### config.mk
export PLATFORM = sky130hd
export DESIGN_NAME = fetch_sequencer
export DESIGN_NICKNAME = d
export VERILOG_FILES = /design/src/rtl/mips_pkg.sv /design/src/rtl/pair_fifo.sv /design/src/rtl/fetch_sequencer.sv
export SDC_FILE = /design/constraint.sdc
export NUM_CORES = 1
export LEC_CHECK = 0
export CAP_MARGIN = 20
export CORE_ASPECT_RATIO = 1.1
export CORE_MARGIN = 3
export CORE_UTILIZATION = 40
export DETAILED_ROUTE_END_ITERATION = 6
export GPL_TIMING_DRIVEN = 0
export PLACE_DENSITY = 0.67
export RECOVER_POWER = 100
export SYNTH_ARGS = -nofsm -noshare
export SYNTH_HDL_FRONTEND = slang
export SYNTH_SLANG_ARGS = --single-unit
### constraint.sdc
create_clock -name clk -period 9.5 [get_ports clk]
set_input_delay 1.9 -clock clk [delete_from_list [all_inputs] [get_ports clk]]
set_output_delay 1.9 -clock clk [all_outputs]
set_load 0.01 [all_outputs]
### src/rtl/mips_pkg.sv
// Shared fetch-side types: the queued instruction-pair record and the next-PC source encoding.
package mips_pkg;

   localparam int unsigned FETCH_PAIR_BYTES = 8;

   typedef struct packed {
      logic [31:0] pc;
      logic [31:0] instr0;
      logic [31:0] instr1;
      logic        ok0;
      logic        ok1;
   } fetch_pair_t;

   typedef enum logic [2:0] {
      NEXTPC_RST    = 3'd0,
      NEXTPC_REDIR0 = 3'd1,
      NEXTPC_REDIR1 = 3'd2,
      NEXTPC_HOLD   = 3'd3,
      NEXTPC_PRED   = 3'd4,
      NEXTPC_SEQ    = 3'd5
   } nextpc_sel_e;

   function automatic logic [31:0] pair_base(input logic [31:0] pc);
      return {pc[31:3], 3'b000};
   endfunction

endpackage

### src/rtl/pair_fifo.sv
// Circular queue of fetched instruction pairs with a synchronous flush that empties it in one cycle.
module pair_fifo
   import mips_pkg::*;
#(
   parameter int unsigned DEPTH = 4
) (
   input  logic                     clk,
   input  logic                     reset,
   input  logic                     flush_i,
   input  logic                     enq_i,
   input  fetch_pair_t              enq_data_i,
   input  logic                     deq_i,
   output fetch_pair_t              head_o,
   output logic [$clog2(DEPTH):0]   count_o,
   output logic                     full_o,
   output logic                     empty_o
);

   localparam int unsigned AW = $clog2(DEPTH);
   localparam logic [AW:0] DEPTH_C = (AW + 1)'(DEPTH);

   fetch_pair_t   mem_q [DEPTH];
   logic [AW-1:0] rd_ptr_q, rd_ptr_d;
   logic [AW-1:0] wr_ptr_q, wr_ptr_d;
   logic [AW:0]   count_q, count_d;
   logic          do_enq_s, do_deq_s;

   assign full_o   = (count_q == DEPTH_C);
   assign empty_o  = (count_q == '0);
   assign do_enq_s = enq_i & ~full_o;
   assign do_deq_s = deq_i & ~empty_o;
   assign count_o  = count_q;
   assign head_o   = mem_q[rd_ptr_q];

   // Pointer and occupancy next state; flush wins over any enqueue/dequeue.
   always_comb begin
      rd_ptr_d = rd_ptr_q;
      wr_ptr_d = wr_ptr_q;
      count_d  = count_q;
      if (flush_i) begin
         rd_ptr_d = '0;
         wr_ptr_d = '0;
         count_d  = '0;
      end else begin
         if (do_enq_s) begin
            wr_ptr_d = wr_ptr_q + AW'(1);
         end else begin
            wr_ptr_d = wr_ptr_q;
         end
         if (do_deq_s) begin
            rd_ptr_d = rd_ptr_q + AW'(1);
         end else begin
            rd_ptr_d = rd_ptr_q;
         end
         case ({do_enq_s, do_deq_s})
            2'b10:   count_d = count_q + (AW + 1)'(1);
            2'b01:   count_d = count_q - (AW + 1)'(1);
            default: count_d = count_q;
         endcase
      end
   end

   // Pointer and occupancy registers.
   always_ff @(posedge clk) begin
      if (reset) begin
         rd_ptr_q <= '0;
         wr_ptr_q <= '0;
         count_q  <= '0;
      end else begin
         rd_ptr_q <= rd_ptr_d;
         wr_ptr_q <= wr_ptr_d;
         count_q  <= count_d;
      end
   end

   // Payload storage; contents are only meaningful below count, so no reset is needed.
   always_ff @(posedge clk) begin
      if (do_enq_s && !flush_i && !reset) begin
         mem_q[wr_ptr_q] <= enq_data_i;
      end
   end

endmodule

### src/rtl/fetch_sequencer.sv
// Owns the dual-issue fetch PC, picks the next PC by priority and queues fetched pairs for decode.
module fetch_sequencer
   import mips_pkg::*;
#(
   parameter int unsigned DEPTH    = 4,
   parameter logic [31:0] RESET_PC = 32'h0000_0000
) (
   input  logic                   clk,
   input  logic                   reset,
   input  logic                   stallf,
   output logic [31:0]            fetch_pc,
   input  logic [31:0]            fetch_instr0,
   input  logic [31:0]            fetch_instr1,
   input  logic                   pred_taken,
   input  logic [31:0]            pred_target,
   input  logic                   redir0_valid,
   input  logic [31:0]            redir0_target,
   input  logic                   redir1_valid,
   input  logic [31:0]            redir1_target,
   output logic                   deq_valid,
   input  logic                   deq_ready,
   output logic [31:0]            deq_pc,
   output logic [31:0]            deq_instr0,
   output logic [31:0]            deq_instr1,
   output logic                   deq_slot0_ok,
   output logic                   deq_slot1_ok,
   output logic [$clog2(DEPTH):0] count,
   output logic                   full,
   output logic                   empty
);

   logic [31:0] fetch_pc_q, fetch_pc_d;
   logic [31:0] base_s, seq_pc_s;
   logic        redirect_s, enq_s, deq_s, slot0_taken_s;
   nextpc_sel_e sel_s;
   fetch_pair_t enq_pair_s, head_s;

   assign redirect_s = redir0_valid | redir1_valid;
   assign enq_s      = ~stallf & ~full & ~redirect_s;
   assign deq_valid  = ~empty & ~redirect_s;
   assign deq_s      = deq_valid & deq_ready;
   assign base_s     = pair_base(fetch_pc_q);
   assign seq_pc_s   = base_s + 32'(FETCH_PAIR_BYTES);

   // A taken slot-0 branch whose target is not the fall-through word takes slot 1 off the path.
   assign slot0_taken_s = ~fetch_pc_q[2] & pred_taken & (pred_target != (base_s + 32'd4));

   assign enq_pair_s.pc     = base_s;
   assign enq_pair_s.instr0 = fetch_instr0;
   assign enq_pair_s.instr1 = fetch_instr1;
   assign enq_pair_s.ok0    = ~fetch_pc_q[2];
   assign enq_pair_s.ok1    = ~slot0_taken_s;

   // Next-PC source selection, highest priority first.
   always_comb begin
      sel_s = NEXTPC_SEQ;
      if (reset) begin
         sel_s = NEXTPC_RST;
      end else if (redir0_valid) begin
         sel_s = NEXTPC_REDIR0;
      end else if (redir1_valid) begin
         sel_s = NEXTPC_REDIR1;
      end else if (stallf || full) begin
         sel_s = NEXTPC_HOLD;
      end else if (pred_taken) begin
         sel_s = NEXTPC_PRED;
      end else begin
         sel_s = NEXTPC_SEQ;
      end
   end

   // Next-PC value mux.
   always_comb begin
      fetch_pc_d = fetch_pc_q;
      case (sel_s)
         NEXTPC_RST:    fetch_pc_d = RESET_PC;
         NEXTPC_REDIR0: fetch_pc_d = redir0_target;
         NEXTPC_REDIR1: fetch_pc_d = redir1_target;
         NEXTPC_HOLD:   fetch_pc_d = fetch_pc_q;
         NEXTPC_PRED:   fetch_pc_d = pred_target;
         NEXTPC_SEQ:    fetch_pc_d = seq_pc_s;
         default:       fetch_pc_d = RESET_PC;
      endcase
   end

   // Fetch PC register.
   always_ff @(posedge clk) begin
      if (reset) begin
         fetch_pc_q <= RESET_PC;
      end else begin
         fetch_pc_q <= fetch_pc_d;
      end
   end

   assign fetch_pc = fetch_pc_q;

   pair_fifo #(
      .DEPTH (DEPTH)
   ) u_pair_fifo (
      .clk        (clk),
      .reset      (reset),
      .flush_i    (redirect_s),
      .enq_i      (enq_s),
      .enq_data_i (enq_pair_s),
      .deq_i      (deq_s),
      .head_o     (head_s),
      .count_o    (count),
      .full_o     (full),
      .empty_o    (empty)
   );

   assign deq_pc       = deq_valid ? head_s.pc     : 32'h0000_0000;
   assign deq_instr0   = deq_valid ? head_s.instr0 : 32'h0000_0000;
   assign deq_instr1   = deq_valid ? head_s.instr1 : 32'h0000_0000;
   assign deq_slot0_ok = deq_valid ? head_s.ok0    : 1'b0;
   assign deq_slot1_ok = deq_valid ? head_s.ok1    : 1'b0;

endmodule

==> flow_summary.html <==
<table>
<tr><th>Metric</th><th>Value</th></tr>
<tr><th colspan="2">Place</th></tr>
<tr><td>Count of buffers from port buffering</td><td>296</td></tr>
<tr><td>Cell area after placement</td><td>21700 um2</td></tr>
<tr><td>Final RePlAce weighted congestion</td><td>0.900</td></tr>
<tr><td>Detail Placement HPWL</td><td>between 30000 and 40000 um</td></tr>
<tr><th colspan="2">Setup path</th></tr>
<tr><td>Critical path's most frequent cell</td><td>sky130_fd_sc_hd__clkbuf_1</td></tr>
<tr><td>List of cells traversed by the critical path</td><td>clkbuf_1, nor3_1, clkbuf_1, clkbuf_1, and2_1, dlygate4sd3_1</td></tr>
<tr><td>Maximum fanout count along the critical path</td><td>10</td></tr>
<tr><td>Arrival time of data at the critical path endpoint</td><td>approximately 5600 ps</td></tr>
<tr><td>Worst reg-to-reg path cell count</td><td>5</td></tr>
<tr><td>Worst Setup Path Type</td><td>primary input to output port</td></tr>
<tr><td>Flop2flop setup slack</td><td>4420 ps</td></tr>
<tr><td>Largest stage delay, worst path</td><td>1370 ps</td></tr>
<tr><td>CP Buf/Inv Count</td><td>4</td></tr>
<tr><td>Origin of the critical flop-to-flop path</td><td>u_pair_fifo.count_o[0]$_SDFFE_PP0P_</td></tr>
<tr><td>FF-to-FF End</td><td>u_pair_fifo.mem_q[1][57]$_DFFE_PP_</td></tr>
<tr><td>Worst-path cell with the longest stage delay</td><td>sky130_fd_sc_hd__nor3_1</td></tr>
<tr><td>Worst setup SP type</td><td>primary input</td></tr>
<tr><td>Stages on worst setup path</td><td>6</td></tr>
<tr><td>Cell family with most CP delay</td><td>buffers and inverters</td></tr>
<tr><td>Crit end category</td><td>output port</td></tr>
<tr><td>Critical Path RT</td><td>7600 ps</td></tr>
<tr><th colspan="2">Yosys</th></tr>
<tr><td>Synth Area in Simple Gates</td><td>~8.0%</td></tr>
<tr><td>Number of warning messages in the yosys log</td><td>0</td></tr>
<tr><td>Arithmetic-cell share of the synthesized area counting full adders, half adders and majority gates</td><td>less than 1%</td></tr>
<tr><td>Share of cell area taken by muxes after synthesis</td><td>12.1%</td></tr>
<tr><td>Area share of the leading cell type in the synthesized netlist</td><td>~64%</td></tr>
<tr><td>Average size of a mapped cell</td><td>16.9 um2</td></tr>
<tr><td>Instance count of the mapped netlist</td><td>1051</td></tr>
<tr><td>Post-synthesis compound-gate area fraction</td><td>4.30%</td></tr>
<tr><td>Cell taking the most area after synthesis</td><td>sky130_fd_sc_hd__edfxtp_1</td></tr>
<tr><td>Ys flop type</td><td>sky130_fd_sc_hd__edfxtp_1</td></tr>
<tr><td>Total of flip-flops plus latches after synthesis</td><td>about 420</td></tr>
<tr><td>Largest family of logic cells by synthesized area</td><td>multiplexers</td></tr>
<tr><td>Seq/Total Area, Yosys</td><td>between 60% and 70%</td></tr>
<tr><td>Share of flip-flops with an asynchronous set or reset after synthesis</td><td>0%</td></tr>
<tr><td>Fraction of synthesized cell area in xor and xnor cells</td><td>2.95%</td></tr>
<tr><td>Post-synth design cell area</td><td>17800 um2</td></tr>
<tr><td>Cell types with the highest counts after synthesis</td><td>380 x sky130_fd_sc_hd__edfxtp_1, 96 x sky130_fd_sc_hd__and2_1, 95 x sky130_fd_sc_hd__mux4_2</td></tr>
<tr><td>Distinct cell type count after synthesis</td><td>49</td></tr>
<tr><td>Count leader, synth</td><td>sky130_fd_sc_hd__edfxtp_1</td></tr>
<tr><td>EDFF count, synth</td><td>380</td></tr>
<tr><td>Ranking of synthesized cells by area</td><td>sky130_fd_sc_hd__edfxtp_1 64%, sky130_fd_sc_hd__mux4_2 12%, sky130_fd_sc_hd__dfxtp_1 4.6%, sky130_fd_sc_hd__and2_1 3.4%, sky130_fd_sc_hd__xor2_1 2.4%</td></tr>
<tr><th colspan="2">Global routing</th></tr>
<tr><td>Aggregate global-route resource usage</td><td>19.1%</td></tr>
<tr><td>Grt total ovfl</td><td>0</td></tr>
<tr><td>Global-route wire length before repair</td><td>67900 um</td></tr>
<tr><td>Largest net degree at the start of global routing</td><td>37</td></tr>
<tr><td>Number of global-route vias before repair</td><td>11100</td></tr>
<tr><td>Initial antenna violation count</td><td>0</td></tr>
<tr><th colspan="2">Floorplan</th></tr>
<tr><td>Initial core utilization</td><td>40.8%</td></tr>
<tr><td>Number of cell rows</td><td>80</td></tr>
<tr><td>Ports placed on the boundary</td><td>303</td></tr>
<tr><td>Overall die height</td><td>227 um</td></tr>
<tr><td>Chip Width</td><td>207 um</td></tr>
<tr><td>Area of the die</td><td>47100 um2</td></tr>
<tr><td>Area of the core region</td><td>around 44000 um2</td></tr>
<tr><th colspan="2">Clock tree</th></tr>
<tr><td>Post-CTS clock slew at the launch and capture registers of the worst setup and hold paths</td><td>60 ps</td></tr>
<tr><td>Inserted Clock Buffers</td><td>44</td></tr>
<tr><td>CTS Hold Buffers Added</td><td>0</td></tr>
<tr><td>Clock tree from TritonCTS</td><td>built</td></tr>
<tr><td>Depth of the CTS H-tree</td><td>2</td></tr>
<tr><td>Buffers inserted during post-CTS setup optimization</td><td>0</td></tr>
<tr><td>Buffer type at the clock tree root</td><td>sky130_fd_sc_hd__clkbuf_16</td></tr>
<tr><td>Worst-skew pair later-pin latency</td><td>560 ps</td></tr>
<tr><td>Clock Sinks</td><td>421</td></tr>
<tr><td>Post-cts sizing count</td><td>0</td></tr>
<tr><td>Number of buffers on the longest clock path</td><td>3</td></tr>
<tr><th colspan="2">Timing</th></tr>
<tr><td>Setup repair after global routing missed its margin</td><td>no</td></tr>
<tr><td>Slew Viols, Final</td><td>409</td></tr>
<tr><td>Post-route minimum period</td><td>approximately 7500 ps</td></tr>
<tr><td>Final critical-path share of the clock period</td><td>approximately 79%</td></tr>
<tr><td>Final setup violating endpoints</td><td>0</td></tr>
<tr><td>Largest clock skew in the final design</td><td>12.6 ps</td></tr>
<tr><td>Sum Neg Setup Slack</td><td>0 ps</td></tr>
<tr><td>Final Hold Viols</td><td>0</td></tr>
<tr><td>Tightest Pin Transition</td><td>2400 ps</td></tr>
<tr><td>Worst relative slew slack</td><td>-60.1%</td></tr>
<tr><td>Peak clock frequency supported by timing</td><td>133 MHz</td></tr>
<tr><th colspan="2">Drt</th></tr>
<tr><td>Total met2 wirelength after detailed routing</td><td>23100 um</td></tr>
<tr><td>Number of DRC markers in iteration 0</td><td>578</td></tr>
<tr><td>DRT antenna net count</td><td>0</td></tr>
<tr><td>DR vias</td><td>10700</td></tr>
<tr><td>Routed length on met3</td><td>3320 um</td></tr>
<tr><td>Met1 routed wirelength after detailed routing</td><td>between 15000 and 20000 um</td></tr>
<tr><td>DRT Wirelength</td><td>45300 um</td></tr>
<tr><td>DRT Pass-1 Iters</td><td>4</td></tr>
<tr><td>Top sig layer</td><td>met4</td></tr>
<tr><td>Number of vias per cell</td><td>5.31</td></tr>
<tr><td>Average wire length per cell after detail routing</td><td>22.6 um</td></tr>
<tr><td>Number of DRC violations after detailed routing</td><td>0</td></tr>
<tr><th colspan="2">Status</th></tr>
<tr><td>Violated checks</td><td>max-capacitance violations, max-slew violations</td></tr>
<tr><td>Result of the run</td><td>finished with violations</td></tr>
<tr><th colspan="2">Power</th></tr>
<tr><td>LEAKAGE</td><td>7.57 nW</td></tr>
<tr><td>Peak VDD IR</td><td>around 0.00011 V</td></tr>
<tr><td>Power density over cell area</td><td>173 nW/um2</td></tr>
<tr><td>Total power consumption of the routed design</td><td>3.96 mW</td></tr>
<tr><th colspan="2">Worst hold path</th></tr>
<tr><td>Worst hold start</td><td>u_pair_fifo.rd_ptr_q[1]$_SDFFE_PP0P_</td></tr>
<tr><td>Type of the tightest min-delay check</td><td>flop to flop</td></tr>
<tr><td>Min-Delay Path Depth</td><td>2</td></tr>
<tr><th colspan="2">Finish</th></tr>
<tr><td>Proportion of layout cells with a drive suffix above 1</td><td>roughly 16%</td></tr>
<tr><td>Multi-input gate area in the final layout</td><td>~5000 um2</td></tr>
<tr><td>Storage cell area</td><td>between 10000 and 15000 um2</td></tr>
<tr><td>Post-Layout Inst Area</td><td>22900 um2</td></tr>
<tr><td>Diodes inserted</td><td>0</td></tr>
<tr><td>Count of filler cells inserted in the layout</td><td>3635</td></tr>
<tr><td>Final #Nets</td><td>about 1600</td></tr>
<tr><td>Growth of design area from synthesis to finish</td><td>28.7%</td></tr>
<tr><th colspan="2">Flow run</th></tr>
<tr><td>Max-cap viol count</td><td>13</td></tr>
</table>
-- cell usage in the layout (no fill, tap or decap), types with 40 or more instances in the layout --
cell,Yosys,layout
sky130_fd_sc_hd__and2_0,0,71
sky130_fd_sc_hd__clkbuf_1,40,55
sky130_fd_sc_hd__clkbuf_16,0,45
sky130_fd_sc_hd__clkdlybuf4s50_1,0,184
sky130_fd_sc_hd__dfxtp_1,41,41
sky130_fd_sc_hd__dlygate4sd3_1,0,112
sky130_fd_sc_hd__edfxtp_1,380,380
sky130_fd_sc_hd__mux4_2,95,95
sky130_fd_sc_hd__nand2_1,40,40
sky130_fd_sc_hd__xor2_1,48,48
-- per-stage QoR --
step / util, % / cells / setup WS [ps] / hold WS [ps]
2_1_floorplan: - / 1053 / 4160 / 478
3_3_place_gp: 49.2 / 1923 / 1310 / 503
3_5_place_dp: 49.7 / 1931 / 2530 / 517
4_1_cts: 52.9 / 2008 / 2520 / 536
5_1_grt: 52.5 / 2008 / 1660 / 553
6_report: 52.5 / 2008 / 2000 / 526
-- worst register-to-register path: stages (launching register included) --
cell,delay (ps)
sky130_fd_sc_hd__dfxtp_1,420
sky130_fd_sc_hd__nor3b_1,160
sky130_fd_sc_hd__nor2_1,430
sky130_fd_sc_hd__clkbuf_1,490
sky130_fd_sc_hd__and3_1,1380
sky130_fd_sc_hd__clkbuf_1,1740
-- worst max-delay path by stage --
stage	from	end
detailed placement	redir0_valid	deq_instr1[9]
CTS	redir0_valid	deq_instr1[9]
global placement	stallf	u_pair_fifo.mem_q[0][22]$_DFFE_PP_
floorplan	redir1_valid	u_pair_fifo.mem_q[0][0]$_DFFE_PP_
global route	redir0_valid	deq_instr1[9]
finish	redir0_valid	deq_instr1[9]
-- registers in the layout (all words and copies together), names as in the netlist, named ones only --
signal and count:
fetch_pc 32, u_pair_fifo.rd_ptr_q 2, u_pair_fifo.count_o 3, u_pair_fifo.mem_q 380
u_pair_fifo.wr_ptr_q 2
-- cell type report --
type	instances	area share [%]
Clock inverter	28	1.09
Multi-Input combinational cell	518	21.6
Timing Repair Buffer	304	13.1
Clock buffer	49	4.98
Tap cell	574	3.14
Buffer	101	2.44
Inverter	13	0.213
Sequential cell	421	53.4
-- kinds of logic (layout without fill, tap and decap cells) --
logic type / after synthesis / in the layout
buf+inv: 114 / 495
simple gates: 249 / 249
xor+xnor: 59 / 59
compound gates: 104 / 104
flops: 421 / 421
mux: 96 / 96
other cells: 1 / 3
fa+ha+maj: 7 / 7
-- power by group --
part	internal [mW]	switching (mW)	leakage, nW
combinational	0.125	0.106	3.14
sequential	2.04	0.0318	3.75
clock	0.972	0.686	0.683
total	3.14	0.823	7.57
-- routing by layer --
layer  up-vias  track usage (%)
met2       414             33.4
met5         -                0
met4         0             5.28
met1      5379             23.5
li1       4797                -
met3        64             5.22
Note: power is estimated with default switching activity, not from simulation.
